**src/rtl/fetch_unit_pkg.sv**
```systemverilog
// fetch_unit_pkg: shared fetch-stage types and constants
package fetch_unit_pkg;
  localparam int XLEN = 32;
  localparam logic [XLEN-1:0] PC_INC = 32'd4;
  localparam logic [XLEN-1:0] DEFAULT_RESET_PC = 32'h0000_0000;
  typedef enum logic {S_WAIT, S_SKID} fetch_state_e;
endpackage

```
**src/rtl/fetch_skid_buf.sv**
```systemverilog
// fetch_skid_buf: one-entry pc+instr holding register for a response the slot cannot take
module fetch_skid_buf
  import fetch_unit_pkg::*;
(
  input  logic            clk,
  input  logic            rst_n,
  input  logic            load_i,
  input  logic            unload_i,
  input  logic [XLEN-1:0] pc_i,
  input  logic [XLEN-1:0] instr_i,
  output logic [XLEN-1:0] pc_o,
  output logic [XLEN-1:0] instr_o
);
  logic [XLEN-1:0] pc_q, instr_q;
  // capture on load, clear once the entry is handed on or flushed
  always_ff @(posedge clk or negedge rst_n) begin
    if (!rst_n) begin
      pc_q    <= '0;
      instr_q <= '0;
    end else if (load_i) begin
      pc_q    <= pc_i;
      instr_q <= instr_i;
    end else if (unload_i) begin
      pc_q    <= '0;
      instr_q <= '0;
    end
  end
  assign pc_o    = pc_q;
  assign instr_o = instr_q;
endmodule

```
**src/rtl/fetch_unit.sv**
```systemverilog
// fetch_unit: single-outstanding instruction fetch with output slot, skid entry and redirect squash
module fetch_unit
  import fetch_unit_pkg::*;
#(
  parameter logic [XLEN-1:0] RESET_PC = DEFAULT_RESET_PC
) (
  input  logic            clk,
  input  logic            rst_n,
  input  logic            stall_F,
  input  logic            PCSrcD,
  input  logic [XLEN-1:0] PCBranchD,
  output logic            imem_req,
  output logic [XLEN-1:0] imem_addr,
  input  logic            imem_rvalid,
  input  logic [XLEN-1:0] imem_rdata,
  output logic [XLEN-1:0] PC_F,
  output logic [XLEN-1:0] Instr_F,
  output logic [XLEN-1:0] PC_Plus4_F,
  output logic            Valid_F
);
  fetch_state_e    state_q, state_d;
  logic [XLEN-1:0] req_pc_q, req_pc_d, next_pc_q, next_pc_d;
  logic [XLEN-1:0] pc_q, pc_d, instr_q, instr_d, pc4_q, pc4_d;
  logic            valid_q, valid_d, squash_q, squash_d;
  logic            skid_load, skid_unload, consume;
  logic [XLEN-1:0] skid_pc, skid_instr;

  fetch_skid_buf u_skid (
    .clk      (clk),
    .rst_n    (rst_n),
    .load_i   (skid_load),
    .unload_i (skid_unload),
    .pc_i     (req_pc_q),
    .instr_i  (imem_rdata),
    .pc_o     (skid_pc),
    .instr_o  (skid_instr)
  );

  // state, request pointer, redirect target and output slot registers
  always_ff @(posedge clk or negedge rst_n) begin
    if (!rst_n) begin
      state_q   <= S_WAIT;
      req_pc_q  <= RESET_PC;
      next_pc_q <= RESET_PC;
      pc_q      <= '0;
      instr_q   <= '0;
      pc4_q     <= '0;
      valid_q   <= 1'b0;
      squash_q  <= 1'b0;
    end else begin
      state_q   <= state_d;
      req_pc_q  <= req_pc_d;
      next_pc_q <= next_pc_d;
      pc_q      <= pc_d;
      instr_q   <= instr_d;
      pc4_q     <= pc4_d;
      valid_q   <= valid_d;
      squash_q  <= squash_d;
    end
  end

  // next state: redirect first, then skid drain, then memory response, then plain consumption
  always_comb begin
    state_d     = state_q;
    req_pc_d    = req_pc_q;
    next_pc_d   = next_pc_q;
    pc_d        = pc_q;
    instr_d     = instr_q;
    pc4_d       = pc4_q;
    valid_d     = valid_q;
    squash_d    = squash_q;
    skid_load   = 1'b0;
    skid_unload = 1'b0;
    consume     = valid_q && !stall_F;
    if (PCSrcD) begin
      valid_d     = 1'b0;
      skid_unload = 1'b1;
      state_d     = S_WAIT;
      if (state_q == S_SKID || imem_rvalid) begin
        req_pc_d = PCBranchD;
        squash_d = 1'b0;
      end else begin
        next_pc_d = PCBranchD;
        squash_d  = 1'b1;
      end
    end else if (state_q == S_SKID) begin
      if (!stall_F) begin
        pc_d        = skid_pc;
        instr_d     = skid_instr;
        pc4_d       = skid_pc + PC_INC;
        skid_unload = 1'b1;
        state_d     = S_WAIT;
      end
    end else if (imem_rvalid) begin
      if (squash_q) begin
        squash_d = 1'b0;
        req_pc_d = next_pc_q;
        valid_d  = consume ? 1'b0 : valid_q;
      end else if (!valid_q || !stall_F) begin
        pc_d     = req_pc_q;
        instr_d  = imem_rdata;
        pc4_d    = req_pc_q + PC_INC;
        valid_d  = 1'b1;
        req_pc_d = req_pc_q + PC_INC;
      end else begin
        skid_load = 1'b1;
        req_pc_d  = req_pc_q + PC_INC;
        state_d   = S_SKID;
      end
    end else if (consume) begin
      valid_d = 1'b0;
    end
  end

  assign imem_req   = (state_q == S_WAIT);
  assign imem_addr  = req_pc_q;
  assign PC_F       = pc_q;
  assign Instr_F    = instr_q;
  assign PC_Plus4_F = pc4_q;
  assign Valid_F    = valid_q;
endmodule

```
**config.mk**
```make
export PLATFORM = sky130hd
export DESIGN_NAME = fetch_unit
export DESIGN_NICKNAME = d
export VERILOG_FILES = /design/src/rtl/fetch_unit_pkg.sv /design/src/rtl/fetch_skid_buf.sv /design/src/rtl/fetch_unit.sv
export SDC_FILE = /design/constraint.sdc
export NUM_CORES = 1
export LEC_CHECK = 0
export ABC_AREA = 1
export ABC_CLOCK_PERIOD_IN_PS = 1800
export CAP_MARGIN = 20
export CELL_PAD_IN_SITES_DETAIL_PLACEMENT = 0
export CELL_PAD_IN_SITES_GLOBAL_PLACEMENT = 1
export CORE_AREA = 5 5 178 180
export CTS_CLUSTER_SIZE = 12
export DETAILED_ROUTE_END_ITERATION = 10
export DIE_AREA = 0 0 183 185
export PLACE_DENSITY_LB_ADDON = 0.1
export SLEW_MARGIN = 20
export SYNTH_ARGS = -nofsm -noshare
export SYNTH_HDL_FRONTEND = slang
export SYNTH_SLANG_ARGS = --single-unit
```
**constraint.sdc**
```tcl
create_clock -name clk -period 1.8 [get_ports clk]
set_input_delay 0.18 -clock clk [delete_from_list [all_inputs] [get_ports clk]]
set_output_delay 0.18 -clock clk [all_outputs]
set_load 0.01 [all_outputs]
```
==> results of run 1 <==
-- path summary, 6_finish.rpt --
path / startpoint / endpoint / slack, ns / cells past startpoint
worst max-delay path: imem_addr[22] / imem_addr[22] / 0.04 / 2
worst min-delay path: rst_n / Instr_F[30] / 0.13 / 2
worst max register to register: imem_addr[2] / imem_addr[26] / 0.06 / 11
min in group clk: PCBranchD[24] / next_pc_q[24] / 0.23 / 3
worst min register to register: next_pc_q[24] / next_pc_q[24] / 0.47 / 2
max in group asynchronous: rst_n / u_skid.pc_o[11] / 0.87 / 3
-- kinds of logic after synthesis --
logic type / Yosys count / synth area share, %
simple gates: 779 / 27.5
xor+xnor: 22 / 1.75
buf+inv: 234 / 8.56
flops: 225 / 49.3
fa+ha+maj: 2 / 0.219
compound gates: 226 / 12.6
-- worst max-delay path: stages, from the launching register on --
cell	delay (ns)
dfrtp_1	0.36
buf_4	0.15
clkdlybuf4s50_1	0.54
-- where the power goes --
group | switching (uW) | internal, uW
Combinational | 2340 | 2340
Clock | 2200 | 3510
Sequential | 526 | 5850
-- layout by cell type, fill, tap and decap left out, drive strengths merged --
cell type | netlist | routed
a221oi | 16 | 16
o31ai | 2 | 2
a22oi | 16 | 16
xnor2 | 1 | 1
ha | 2 | 2
nor2 | 178 | 178
bufinv | 0 | 3
a211oi | 1 | 1
a32oi | 2 | 2
xor2 | 21 | 21
o21ai | 26 | 26
dlygate4sd2 | 0 | 15
and2 | 1 | 1
a21oi | 19 | 19
clkinv | 0 | 3
nor3 | 1 | 1
o211ai | 6 | 6
inv | 158 | 158
nand4 | 2 | 2
buf | 42 | 168
nor3b | 1 | 1
clkbuf | 34 | 42
a31oi | 69 | 69
dlymetal6s2s | 0 | 10
dfrtp | 225 | 225
nand2 | 528 | 528
nand3 | 68 | 68
clkdlybuf4s50 | 0 | 172
o22ai | 69 | 69
dlygate4sd3 | 0 | 1
-- through the flow --
stage	TNS [ns]	total power, uW	instances	area (um2)
3_5_place_dp	-2.46	11100	2163	14900
3_3_place_gp	-1.11	11100	2163	14900
4_1_cts	0	16900	2219	15900
6_report	0	16800	2222	16200
5_1_grt	-0.412	17600	2222	16200
2_1_floorplan	0	8210	1488	11400
-- area by class of cell --
class	instances	area, um2
flip-flops and latches	225	5640
clock inverters	6	109
fillers	2970	13900
well taps	396	495
clock buffers	42	812
repair buffers	366	3480
inverters	158	603
multi-input cells	1029	5020
-- flip-flops by register name, indices dropped and copies added, names as in the netlist --
| register | flops |
|---|---|
| Instr_F | 32 |
| next_pc_q | 32 |
| imem_addr | 32 |
| squash_q | 1 |
| PC_Plus4_F | 30 |
| Valid_F | 1 |
| state_q | 1 |
| u_skid.instr_o | 32 |
| u_skid.pc_o | 32 |
| PC_F | 32 |
-- per-layer routing --
metal  GRT usage [%]  routed length [um]  vias up
met2            40.0               19700      350
met4            8.46                1490        0
met5               0                   0        -
met3            3.42                2300       72
li1                -                   -     5438
met1            31.1               17100     5283
-- cells in the mapped netlist, drive strengths merged --
master | number | area share (%)
clkbuf | 34 | 1.1
nor3b | 1 | 0.066
nor2 | 178 | 6.6
nand3 | 68 | 3.0
xnor2 | 1 | 0.077
buf | 42 | 2.2
inv | 158 | 5.2
o21ai | 26 | 1.1
dfrtp | 225 | 49
a32oi | 2 | 0.15
o22ai | 69 | 3.8
a221oi | 16 | 1.2
o211ai | 6 | 0.44
nand2 | 528 | 18
a21oi | 19 | 0.83
and2 | 1 | 0.055
a31oi | 69 | 3.8
a211oi | 1 | 0.066
a22oi | 16 | 1.1
nor3 | 1 | 0.044
nand4 | 2 | 0.11
ha | 2 | 0.22
xor2 | 21 | 1.7
o31ai | 2 | 0.13
-- what timing repair did --
action                                  CTS  global route
hold endpoints to repair                176             0
hold buffers                              1             0
pin swaps                                 5            15
resized for setup                        22            61
endpoints found under the setup margin   43            52
setup buffers                             7             3
==> qor.csv, run 1 <==
stage,metric,value,unit
sta,Final Skew,0.00975,ns
synth,cell count after synthesis,1488,
drt,WL/cell,18.2,um
clocking,"Clk pin slew, worst setup/hold paths",0.06,ns
synth,Yosys warnings,0,
die,width of the chip,183,um
clocking,CTS Root Cell,clkbuf_16,
grt,first-pass GRT wire length,63.3,mm
drt,via density per instance,5.01,
final_layout,Antenna diodes,0,
die,# rows,64,
grt,Global Route Usage Sum,23.7,%
sta,slew at the pin closest to its max-slew limit,0.546,ns
die,I/O pin cnt,199,
sta,Slew HR,63.6,%
critical_path,Crit Path Max Fanout,5,
synth,syn nets,1559,
sta,Fin. Hold Viols,0,
sta,hold slack,0.131,ns
drt,routed wire length,40.5,mm
run_status,outcome,"finished, final reports clean",
drt,Routed Antenna Nets,0,
clocking,TritonCTS clock tree,done,
critical_path,endpoint type of the worst setup path,primary output,
die,initial core utilization,38.0,%
sta,setup violators final,0,
clocking,Num Clock Sinks,225,
hold_path,Hold Crit Class,in2async,
synth,post-synthesis cell type count,37,
placed_design,gp weighted congestion,0.919,
grt,Overflow after GRT,0,
sta,PnR worst setup slack,0.0435,ns
drt,vias,11100,
final_layout,final core occ,53.8,%
sta,fin crit share,97.6,%
die,full die area,33900,um2
grt,vias in the first global route,11100,
grt,pin count of the biggest net entering global routing,65,
pwr,pwr/cell area,1040,nW/um2
clocking,CTS Buffer Depth,3,
drt,Starting DRT DRC Count,696,
critical_path,crit start category,flip-flop,
synth,#FFs+latches synth,225,
die,area of the core,30000,um2
job,max-capacitance violation count,0,
die,DIE HEIGHT,185,um
placed_design,DP Wirelength,30.0,mm
sta,min Tclk post-route,1.76,ns
sta,FMAX,569,MHz
synth,Post-Synthesis Mean Instance Area,7.67,um2
clocking,# H-tree levels,1,
clocking,CTS Buf Count,27,
critical_path,arrival time worst endpoint,1.58,ns
grt,initial antenna violation count,0,
placed_design,PortBufs,198,
critical_path,critical path class,reg2out,
drt,DR pass1 iterations,7,
synth,Netlist Area Pre-Place,11400,um2
sta,Final Max Tran Viols,0,
pwr,worst vdd ir,0.646,mV
sta,RSZ-0062 raised after global routing,true,
synth,sequential share of the synthesized area,49.3,%
final_layout,layout cells sized above 1,16.1,%
pwr,Leak,0.00751,uW
final_layout,growth of design area from synthesis to finish,41.5,%
drt,DR DRC count,0,
clocking,Worst-Skew Late Latency,0.54,ns
critical_path,WP data required,1.62,ns
final_layout,# nets final,1878,
placed_design,setup slack at placement,-0.0802,ns
(Power assumes the default switching activity.)
==> run 2: changes to the inputs <==
--- a/config.mk
+++ b/config.mk
@@ -14,6 +14,7 @@
 export CTS_CLUSTER_SIZE = 12
 export DETAILED_ROUTE_END_ITERATION = 10
 export DIE_AREA = 0 0 183 185
+export MAX_ROUTING_LAYER = met4
 export PLACE_DENSITY_LB_ADDON = 0.1
 export SLEW_MARGIN = 20
 export SYNTH_ARGS = -nofsm -noshare
==> qor.csv, run 2 (synthesis results as in run 1) <==
stage,metric,value,unit
critical_path,Slowest Stage Delay on Critical Path,0.40,ns
sta,Slew HR,64.4,%
die,width of the chip,183,um
die,full die area,33900,um2
drt,vias,11100,
critical_path,critical path class,reg2reg,
grt,vias in the first global route,11200,
pwr,P_int,11600,uW
grt,pin count of the biggest net entering global routing,99,
die,DIE HEIGHT,185,um
job,max-capacitance violation count,0,
final_layout,"commonest non-fill, non-tap cell in the layout",nand2_1,
critical_path,r2r endpoint,PC_Plus4_F[18],
critical_path,WP data required,2.22,ns
pwr,Comb pwr share,28.4,%
pwr,pwr/cell area,1030,nW/um2
critical_path,Crit Path Max Fanout,8,
drt,WL/cell,18.5,um
grt,Overflow after GRT,0,
grt,routing usage on met3,2.75,%
final_layout,# nets final,1890,
drt,routed wire length,41.3,mm
sta,fin crit share,101,%
sta,hold slack,0.144,ns
grt,met1 GRT Util,31.9,%
critical_path,crit path cell chain,ha_2 -> nand2_2 -> nor2_4 -> nand2_4 -> nor2_8 -> buf_4 -> xor2_2 -> nand2_1 -> nand3_1 -> nand2_1,
die,# rows,64,
critical_path,crit path max-delay cell type,dfrtp_1,
grt,met2 global-route usage,41.3,%
final_layout,layout cells sized above 1,16.0,%
drt,DR DRC count,0,
grt,gr busiest metal,met2,
clocking,CTS Buf Count,26,
grt,initial antenna violation count,0,
critical_path,FF-to-FF Start,imem_addr[2],
hold_path,Hold Crit Class,in2async,
sta,setup violators final,3,
final_layout,Antenna diodes,0,
sta,PnR worst setup slack,-0.0257,ns
placed_design,placed insts,2174,
critical_path,endpoint type of the worst setup path,flip-flop,
critical_path,flop-to-flop setup slack,-0.03,ns
sta,RSZ-0062 raised after global routing,true,
clocking,CTS Buffer Depth,3,
run_status,failing checks,setup timing,
pwr,Reg power frac,38.6,%
die,area of the core,30000,um2
clocking,# H-tree levels,1,
critical_path,Critical Path Most Common Cell,nand2_1,
clocking,TritonCTS clock tree,done,
drt,Routed Antenna Nets,0,
run_status,outcome,"finished, violations left",
final_layout,final non-filler cell total,2230,
final_layout,Layout fillers,2952,
placed_design,PortBufs,198,
sta,Final Max Tran Viols,0,
sta,Final Skew,0.0148,ns
placed_design,DP Wirelength,30.4,mm
drt,via density per instance,4.98,
sta,slew at the pin closest to its max-slew limit,0.533,ns
grt,first-pass GRT wire length,63.7,mm
clocking,"Clk pin slew, worst setup/hold paths",0.06,ns
sta,FMAX,548,MHz
pwr,Leak,0.00751,uW
critical_path,arrival time worst endpoint,2.25,ns
clocking,Num Clock Sinks,225,
pwr,Psw,5040,uW
pwr,worst vdd ir,0.620,mV
critical_path,R2R depth,10,
clocking,Worst-Skew Late Latency,0.54,ns
final_layout,"commonest cells after routing, fill and taps aside","508 x nand2_1, 218 x dfrtp_1, 170 x clkdlybuf4s50_1, 160 x buf_4, 153 x nor2_1",
sta,Fin. Hold Viols,0,
final_layout,register area,5640,um2
die,initial core utilization,38.0,%
final_layout,growth of design area from synthesis to finish,41.5,%
drt,DR pass1 iterations,5,
die,I/O pin cnt,199,
critical_path,crit start category,flip-flop,
pwr,Clock power frac,33.0,%
clocking,CTS Root Cell,clkbuf_16,
grt,Global Route Usage Sum,24.6,%
drt,Starting DRT DRC Count,714,
pwr,switching share of power,30.4,%
placed_design,gp weighted congestion,0.913,
sta,min Tclk post-route,1.83,ns
final_layout,multi-input logic area,4970,um2
## run 2: worst max-delay path by stage
stage	startpoint	to	slack [ns]
final	imem_addr[2]	PC_Plus4_F[18]	-0.03
after global routing	imem_addr[2]	imem_addr[24]	-0.11
after CTS	imem_addr[24]	imem_addr[24]	0.01
after detailed placement	PCSrcD	imem_addr[2]	-0.07
after global placement	PCSrcD	u_skid.pc_o[26]	-0.07
after floorplan	imem_addr[3]	PC_Plus4_F[26]	0.20
## run 2: power groups by stage
stage	clock, uW	sequential [uW]	combinational (uW)
floorplan	0	6730	1480
global placement	0	6480	4660
detailed placement	0	6490	4700
CTS	5600	6410	4720
global route	5810	6500	5130
finish	5480	6400	4720
## run 2: cell type report
cell class / count / area share [%]
Inverter: 158 / 3.74
Tap cell: 396 / 3.07
Sequential cell: 225 / 34.9
Timing Repair Buffer: 379 / 22.1
Multi-Input combinational cell: 1029 / 30.8
Clock buffer: 34 / 4.41
Clock inverter: 9 / 0.899
## run 2: per-layer routing
layer	routed length (um)	vias to the layer above
met1	17600	5251
li1	-	5457
met5	0	-
met3	2140	74
met4	1320	0
met2	20200	316
## run 2: through the flow
step / util [%] / instance area (um2) / setup slack [ns] / power [uW] / setup TNS [ns]
after global routing: 53.8 / 16100 / -0.111 / 17400 / -1.11
after detailed placement: 50.1 / 15000 / -0.0679 / 11200 / -3.10
final: 53.8 / 16100 / -0.0257 / 16600 / -0.0309
after CTS: 53.1 / 16000 / 0.0109 / 16700 / 0
after global placement: 50.1 / 15000 / -0.0696 / 11100 / -3.08
after floorplan: - / 11400 / 0.199 / 8210 / 0
## run 2: repair_timing
action,CTS,global route
gates resized for setup,25,50
setup buffers,7,5
gates cloned,0,0
hold buffers,1,0
endpoints found under the setup margin,27,43
hold endpoints to repair,225,0
pin swaps,1,21
## run 2: worst max-delay path: cells and delay by family (launching register included)
family	cells	cell delay (ns)
flip-flops	1	0.40
buffers and inverters	1	0.15
XOR/XNOR	1	0.15
adder cells (fa/ha/maj)	1	0.22
AND/OR/NAND/NOR	7	0.78
